**config.mk**
```make
export PLATFORM = sky130hd
export DESIGN_NAME = conv_enc_k5_framer
export DESIGN_NICKNAME = d
export VERILOG_FILES = /design/src/rtl/conv_enc_k5_framer.sv
export SDC_FILE = /design/constraint.sdc
export NUM_CORES = 1
export LEC_CHECK = 0
export CORE_MARGIN = 5
export CORE_UTILIZATION = 35
export DETAILED_ROUTE_END_ITERATION = 6
export PLACE_DENSITY = 0.65
export SLEW_MARGIN = 20
export SYNTH_ARGS = -nofsm -noshare
export SYNTH_HDL_FRONTEND = slang
export SYNTH_SLANG_ARGS = --single-unit
```
**constraint.sdc**
```tcl
create_clock -name clk -period 2.3 [get_ports clk]
set_input_delay 0.46 -clock clk [delete_from_list [all_inputs] [get_ports clk]]
set_output_delay 0.46 -clock clk [all_outputs]
set_load 0.005 [all_outputs]
```
**src/rtl/conv_enc_k5_framer.sv**
```systemverilog
// Rate-1/2, K=5 convolutional encoder with framing.
// Serial data bits are grouped into FRAME_LEN-bit frames. Each frame is
// followed by K-1 zero tail bits, so the trellis ends in state 0. One 2-bit
// symbol is produced per data or tail bit through a back-pressurable output
// register.
//
// Handshake: a transfer happens on a rising clk edge where valid && ready are
// both high. This holds for encoder_i (enable_encoder_i/enc_ready_o) and for
// sym_o (sym_valid_o/sym_ready_i). While valid is high and ready is low, the
// producer holds its data and its flags stable. enc_ready_o depends
// combinationally on sym_ready_i. It never depends on enable_encoder_i.
module conv_enc_k5_framer #(
  parameter int             K         = 5,
  parameter logic [K-1:0]   G0        = 5'b10011,
  parameter logic [K-1:0]   G1        = 5'b11101,
  parameter int             FRAME_LEN = 256,
  parameter int             CT_W      = 16
) (
  input  logic            clk,
  input  logic            rst,
  input  logic            encoder_i,
  input  logic            enable_encoder_i,
  output logic            enc_ready_o,
  output logic [1:0]      sym_o,
  output logic            sym_valid_o,
  input  logic            sym_ready_i,
  output logic            frame_start_o,
  output logic            frame_end_o,
  output logic [CT_W-1:0] bit_ct,
  output logic [CT_W-1:0] frame_ct
);

  localparam int SW = K - 1;
  localparam int TW = (SW > 1) ? $clog2(SW) : 1;
  localparam logic [TW-1:0]   TAIL_LAST = TW'(SW - 1);
  localparam logic [CT_W-1:0] FLEN      = CT_W'(FRAME_LEN);

  typedef enum logic [1:0] {
    IDLE = 2'd0,
    DATA = 2'd1,
    TAIL = 2'd2
  } state_t;

  state_t          state;
  state_t          state_nx;
  logic [SW-1:0]   s;          // s[0] is the most recent previous bit
  logic [TW-1:0]   tail_ct;
  logic [CT_W-1:0] bit_nx;
  logic            load_ok;
  logic            xfer;
  logic            tail_step;
  logic            tail_last;
  logic            load;
  logic            bit_in;
  logic [K-1:0]    v;
  logic            c0;
  logic            c1;

  // State register
  always_ff @(posedge clk or negedge rst) begin
    if (!rst) state <= IDLE;
    else      state <= state_nx;
  end

  // Next state, input readiness and the source of the next bit
  always_comb begin
    state_nx    = state;
    enc_ready_o = 1'b0;
    xfer        = 1'b0;
    tail_step   = 1'b0;
    tail_last   = 1'b0;
    bit_in      = 1'b0;
    load_ok     = !sym_valid_o || sym_ready_i;
    bit_nx      = (state == IDLE) ? CT_W'(1) : bit_ct + 1'b1;
    case (state)
      IDLE, DATA: begin
        // Held low during reset even though the registers already read IDLE
        enc_ready_o = rst && load_ok;
        xfer        = enable_encoder_i && enc_ready_o;
        bit_in      = encoder_i;
        if (xfer) begin
          if (bit_nx == FLEN) state_nx = TAIL;
          else                state_nx = DATA;
        end
      end
      TAIL: begin
        // Tail bits are zero; one is consumed per output-register load
        tail_step = load_ok;
        tail_last = tail_step && (tail_ct == TAIL_LAST);
        if (tail_last) state_nx = IDLE;
      end
      default: state_nx = IDLE;
    endcase
  end

  // Generator input vector: current bit on top, oldest history bit at index 0
  always_comb begin
    v = '0;
    v[K-1] = bit_in;
    for (int i = 0; i < SW; i++) begin
      v[SW-1-i] = s[i];
    end
  end

  assign c0   = ^(v & G0);
  assign c1   = ^(v & G1);
  assign load = xfer || tail_step;

  // Output register with flags, plus the encoder shift register
  always_ff @(posedge clk or negedge rst) begin
    if (!rst) begin
      s             <= '0;
      sym_o         <= 2'b00;
      sym_valid_o   <= 1'b0;
      frame_start_o <= 1'b0;
      frame_end_o   <= 1'b0;
    end else if (load) begin
      s             <= {s[SW-2:0], bit_in};
      sym_o         <= {c0, c1};
      sym_valid_o   <= 1'b1;
      frame_start_o <= xfer && (state == IDLE);
      frame_end_o   <= tail_last;
    end else if (sym_ready_i) begin
      sym_valid_o   <= 1'b0;
      frame_start_o <= 1'b0;
      frame_end_o   <= 1'b0;
    end
  end

  // Bit, tail and frame counters
  always_ff @(posedge clk or negedge rst) begin
    if (!rst) begin
      bit_ct   <= '0;
      frame_ct <= '0;
      tail_ct  <= '0;
    end else begin
      if (xfer) bit_ct <= bit_nx;
      if (tail_step) begin
        if (tail_last) tail_ct <= '0;
        else           tail_ct <= tail_ct + 1'b1;
      end
      if (tail_last) begin
        bit_ct   <= '0;
        frame_ct <= frame_ct + 1'b1;
      end
    end
  end

endmodule

```
Word level (Yosys, flattened, before mapping)
Cells that the tools add are included.

Input port bits: 5. Output and inout bits: 38. Bits in registers: 45. Word-level logic and storage cells: 49.

Reductions and logical operators: 14. Eq/ne operators: 6. $add $sub $neg: 3. Mux-type cells: 17.

Operators by type and width (number): 16-bit two-way mux (3); 16-bit by 1-bit adder with 16-bit output (second input constant) (2); 16-bit by 9-bit equality test with 1-bit output (second input constant) (1); 5-bit parity (2); 1-bit two-way mux (9); 2-bit two-way mux (4); 2-bit equality test (second input constant) (2); 1-bit logical AND (4); 2-bit inequality test (second input constant) (2); 2-bit one-hot mux with 2 select lines (1); 2-bit nonzero test (2); 2-bit by 1-bit adder with 2-bit output (second input constant) (1); 2-bit by 1-bit equality test with 1-bit output (second input constant) (1); 2-bit zero test (1); 1-bit logical OR (2); 2-bit AND reduction (1); 2-bit OR reduction (1); 1-bit zero test (1).

Depth between registers and ports, before layout
Word-level depth: 7. Depth in mapped cells: 8. Gate-level depth less buffers: 7.

Least setup slack after synthesis
Ideal clock, no wire load.

Kind: register -> register. Start: register bit_ct[12]. End: register state[0]. Period minus slack after synthesis: 2186 ps. Data arrival time: 2067 ps. Required time: 2181 ps. Setup time: 119 ps. Slack: 114 ps. Cell stages (with the launch flop): 8. Buffers on the path: 1. Path through: dfrtp_1 > clkbuf_1 > nand4_1 > nor4_1 > xnor2_1 > a21oi_1 > or4_1 > o21a_1.

Word-level cells in the longest chain between the ends: 6.

RTL lines: start, declared (line 29) `output logic [CT_W-1:0] bit_ct,`; start signal, assigned (line 137) `if (xfer) bit_ct <= bit_nx;`; 16-bit by 1-bit adder with 16-bit output (line 74) `bit_nx = (state == IDLE) ? CT_W'(1) : bit_ct + 1'b1;`; 16-bit two-way mux (line 74); 16-bit by 9-bit equality test with 1-bit output (line 82) `if (bit_nx == FLEN) state_nx = TAIL;`; 2-bit two-way mux (line 82); 2-bit two-way mux (line 81) `if (xfer) begin`; 2-bit one-hot mux with 2 select lines (line 75) `case (state)`; end signal, assigned (line 62) `else state <= state_nx;`; end, declared (line 44) `state_t state;`.

Every way passes these cells. The select of a mux whose other input is x is not followed. A chain may end at the register's enable or synchronous reset.

Worst setup path after layout
Start: input sym_ready_i. End: output enc_ready_o.

Word-level cells in the longest chain between the ends: 3.

RTL lines: start, declared (line 26) `input logic sym_ready_i,`; 1-bit logical OR (line 73) `load_ok = !sym_valid_o || sym_ready_i;`; 1-bit logical AND (line 78) `enc_ready_o = rst && load_ok;`; 1-bit two-way mux (line 75); end, declared (line 23) `output logic enc_ready_o,`.

Every way passes these cells.

==> metrics.md <==
| Metric | Value |
|---|---|
| Routed Antenna Nets | `0` |
| Critical Path End Type | `primary output` |
| Relative slew slack | `75.44%` |
| P&R area growth vs syn | `33.79%` |
| HPWL after detailed placement | `4.018 mm` |
| Synthesized area | `2300 sq um` |
| TritonCTS Sinks | `45` |
| Run status | `complete, no violations` |
| Final std cells w/o fill | `384` |
| Inst Count DP | `375` |
| Sum Neg Setup Slack | `0 ps` |
| Final setup vio count | `0` |
| Number of global-route vias before repair | `1968` |
| Die Ht | `91.06 microns` |
| Syn Nets | `250` |
| Post-Synthesis Cells | `242` |
| Initial Util | `36.01%` |
| Top cell type by total area after synthesis | `dfrtp_1` |
| Initial DRC count | `62` |
| Synth top area share | `48.97%` |
| HP Class | `in -> async` |
| Final core area utilization | `48.18%` |
| WS Path Type | `in -> out` |
| Max Fclk | `447.3 MHz` |
| Diodes inserted | `0` |
| Final Max Tran Viols | `0` |
| Yosys reg bits | `45` |
| Avg Cell Area, Syn | `9.503 sq um` |
| Io pins | `43` |
| # H-tree levels | `2` |
| Die width | `91.06 microns` |
| Setup slack, reg-to-reg | `120 ps` |
| Fill count | `614` |
| Worst EP required | `1840 ps` |
| Vias per cell | `4.984` |
| Rows | `29` |
| DR WL/cell | `13.80 microns` |
| Worst-Margin Slew | `365.1 ps` |
| Syn. warnings | `0` |
| Die footprint | `8292 sq um` |
| TritonCTS clock tree | `built` |
| Clk_lat worst skew | `300 ps` |
| Register area share after synthesis | `48.97%` |
| Global-route wire length before repair | `9.052 mm` |
| Remaining routing DRC violations | `0` |
| Initial antenna violation count | `0` |
| Drt pass-1 iters | `4` |
| Hold slack | `28.92 ps` |
| Root buf cell | `clkbuf_8` |
| Deepest clock path buffer count | `2` |
| Max-cap violation count | `0` |
| Setup Skew | `6.793 ps` |
| Tcrit/Tclk final | `97.20%` |
| Final WL | `5.300 mm` |
| Pwr Density | `684.3 nW/um^2` |
| GP Congestion | `0.9022` |
| Worst vdd ir | `0.2981 mV` |
| TritonCTS Buffers | `5` |
| Via total after detailed routing | `1914` |
| Worst-path clk slew | `90 ps` |
| R2R depth | `8` |
| Pin count of the biggest net entering global routing | `19` |
| Fin crit period | `2236 ps` |
| Final #Nets | `314` |
| Core Area | `6386 sq um` |
| Top cells by area, synth | `dfrtp_1, xnor2_1, nand2_1` |
| Worst R2R Start | `bit_ct[1]` |
| R2R Path End | `state[0]` |
| Crit Path Max Fanout | `4` |
| Leak | `1.336 nW` |
| Final Hold Vio Count | `0` |
| # port buffers | `42` |
| Startpoint types | `primary input` |
| All-layer global routing usage | `13.02%` |
| GRT overflow | `0` |
| Power Total | `2.105 mW` |
| Unique cell type count in the Yosys netlist | `38` |
| Worst Path Arrival | `1780 ps` |
| Share of cells above drive strength 1 | `16.61%` |
## sequential cells by signal, indices dropped and copies added, names as in the netlist
signal,flops
bit_ct,16
frame_ct,16
frame_end_o,1
frame_start_o,1
s,4
state,2
sym_o,2
sym_valid_o,1
tail_ct,2
## kinds of logic (layout without fill, tap and decap cells)
kind of cell	Yosys count	count (layout)	share of synthesized area, %
xor+xnor	30	30	11.43
mux	6	6	2.938
simple gates	105	105	22.74
buf+inv	16	81	2.992
fa+ha+maj	3	3	1.632
flops	45	45	48.97
compound gates	37	37	9.304
## worst max path at each step
stage / start / endpoint / slack, ps / cells after the start
final: sym_ready_i / enc_ready_o / 60 / 5
after global routing: bit_ct[0] / state[0] / -20 / 8
after CTS: sym_ready_i / enc_ready_o / 30 / 5
after detailed placement: sym_ready_i / frame_ct[12] / 4 / 7
after global placement: sym_ready_i / enc_ready_o / 3 / 5
after floorplan: bit_ct[12] / state[0] / 110 / 7
## through the flow
step	area, sq um	setup slack, ps
6_report	3077	64.30
5_1_grt	3077	-16.46
4_1_cts	3048	34.75
3_5_place_dp	2949	3.506
3_3_place_gp	2949	3.022
2_1_floorplan	2300	113.9
## timing repair
item | CTS | global route
gates cloned | 0 | 0
setup endpoints to repair | 1 | 2
hold endpoints to repair | 0 | 0
gates resized for setup | 1 | 4
setup buffers | 0 | 1
hold buffers | 0 | 0
pin swaps | 0 | 1
## layout by cell type, fill, tap and decap left out, drive strengths merged, types with 2 or more instances in the layout
cell           instances
a21oi                  6
and3                   4
buf                   27
clkbuf                 5
clkdlybuf4s50         41
clkinv                 3
dfrtp                 45
ha                     3
inv                    5
mux2                   6
nand2                 31
nand2b                 2
nand3                 15
nand4                  7
nor2                  26
nor2b                  2
nor3                   3
nor4                   7
o21ai                 21
o31ai                  5
or2                    2
or3                    2
xnor2                 19
xor2                  11
## Yosys cell counts
library cell and number:
o21ai_0 19, mux2_2 6, or2_4 1, clkbuf_1 6, dfrtp_1 45, or4_1 1
or2_2 1, and2_1 1, o31ai_1 5, nor2_1 25, and4_1 1, nand2_1 31
o21ai_1 2, nand4b_1 1, nand3_1 14, and3_1 4, nand4_4 1, nor4_1 7
a21oi_1 6, o41ai_1 1, nor3_1 3, xnor2_1 19, nor2b_1 2, buf_4 1
o21a_1 1, ha_1 3, nand4_1 6, xor2_1 11, buf_2 1, or3_1 2
nand2b_1 2, nor2_2 1, a22o_1 1, inv_1 5, clkbuf_2 3, o211ai_1 1
nand3_2 1, o2111ai_1 1
## where the power goes
| part | leakage [nW] | switching, mW | internal (mW) |
|---|---|---|---|
| logic | 0.692 | 0.264 | 0.350 |
| clock network | 0.0481 | 0.287 | 0.216 |
| registers | 0.596 | 0.0985 | 0.889 |
## per-layer routing
metal | global-route usage, % | up-vias | wire length [microns]
li1 | - | 963 | -
met1 | 16.48 | 911 | 2428
met2 | 22.24 | 38 | 2630
met3 | 2.645 | 2 | 190
met4 | 4.156 | 0 | 51
met5 | 0 | - | 0
## area by class of cell
class | count | area (sq um) | share of cell area, %
clock buffer | 5 | 68.82 | 2.237
clock inverter | 3 | 22.52 | 0.7320
inverter | 5 | 18.77 | 0.6100
multi-input combinational | 181 | 1134 | 36.84
sequential | 45 | 1126 | 36.60
tap | 77 | 96.34 | 3.131
timing repair buffer | 68 | 610.6 | 19.85
## worst max-delay path, stage by stage
cell and delay (ps):
clkdlybuf4s50_1 490, nand2b_4 150, nand2_1 50, nor2_1 110, clkdlybuf4s50_1 510
Power figures use the tool's default switching activity.
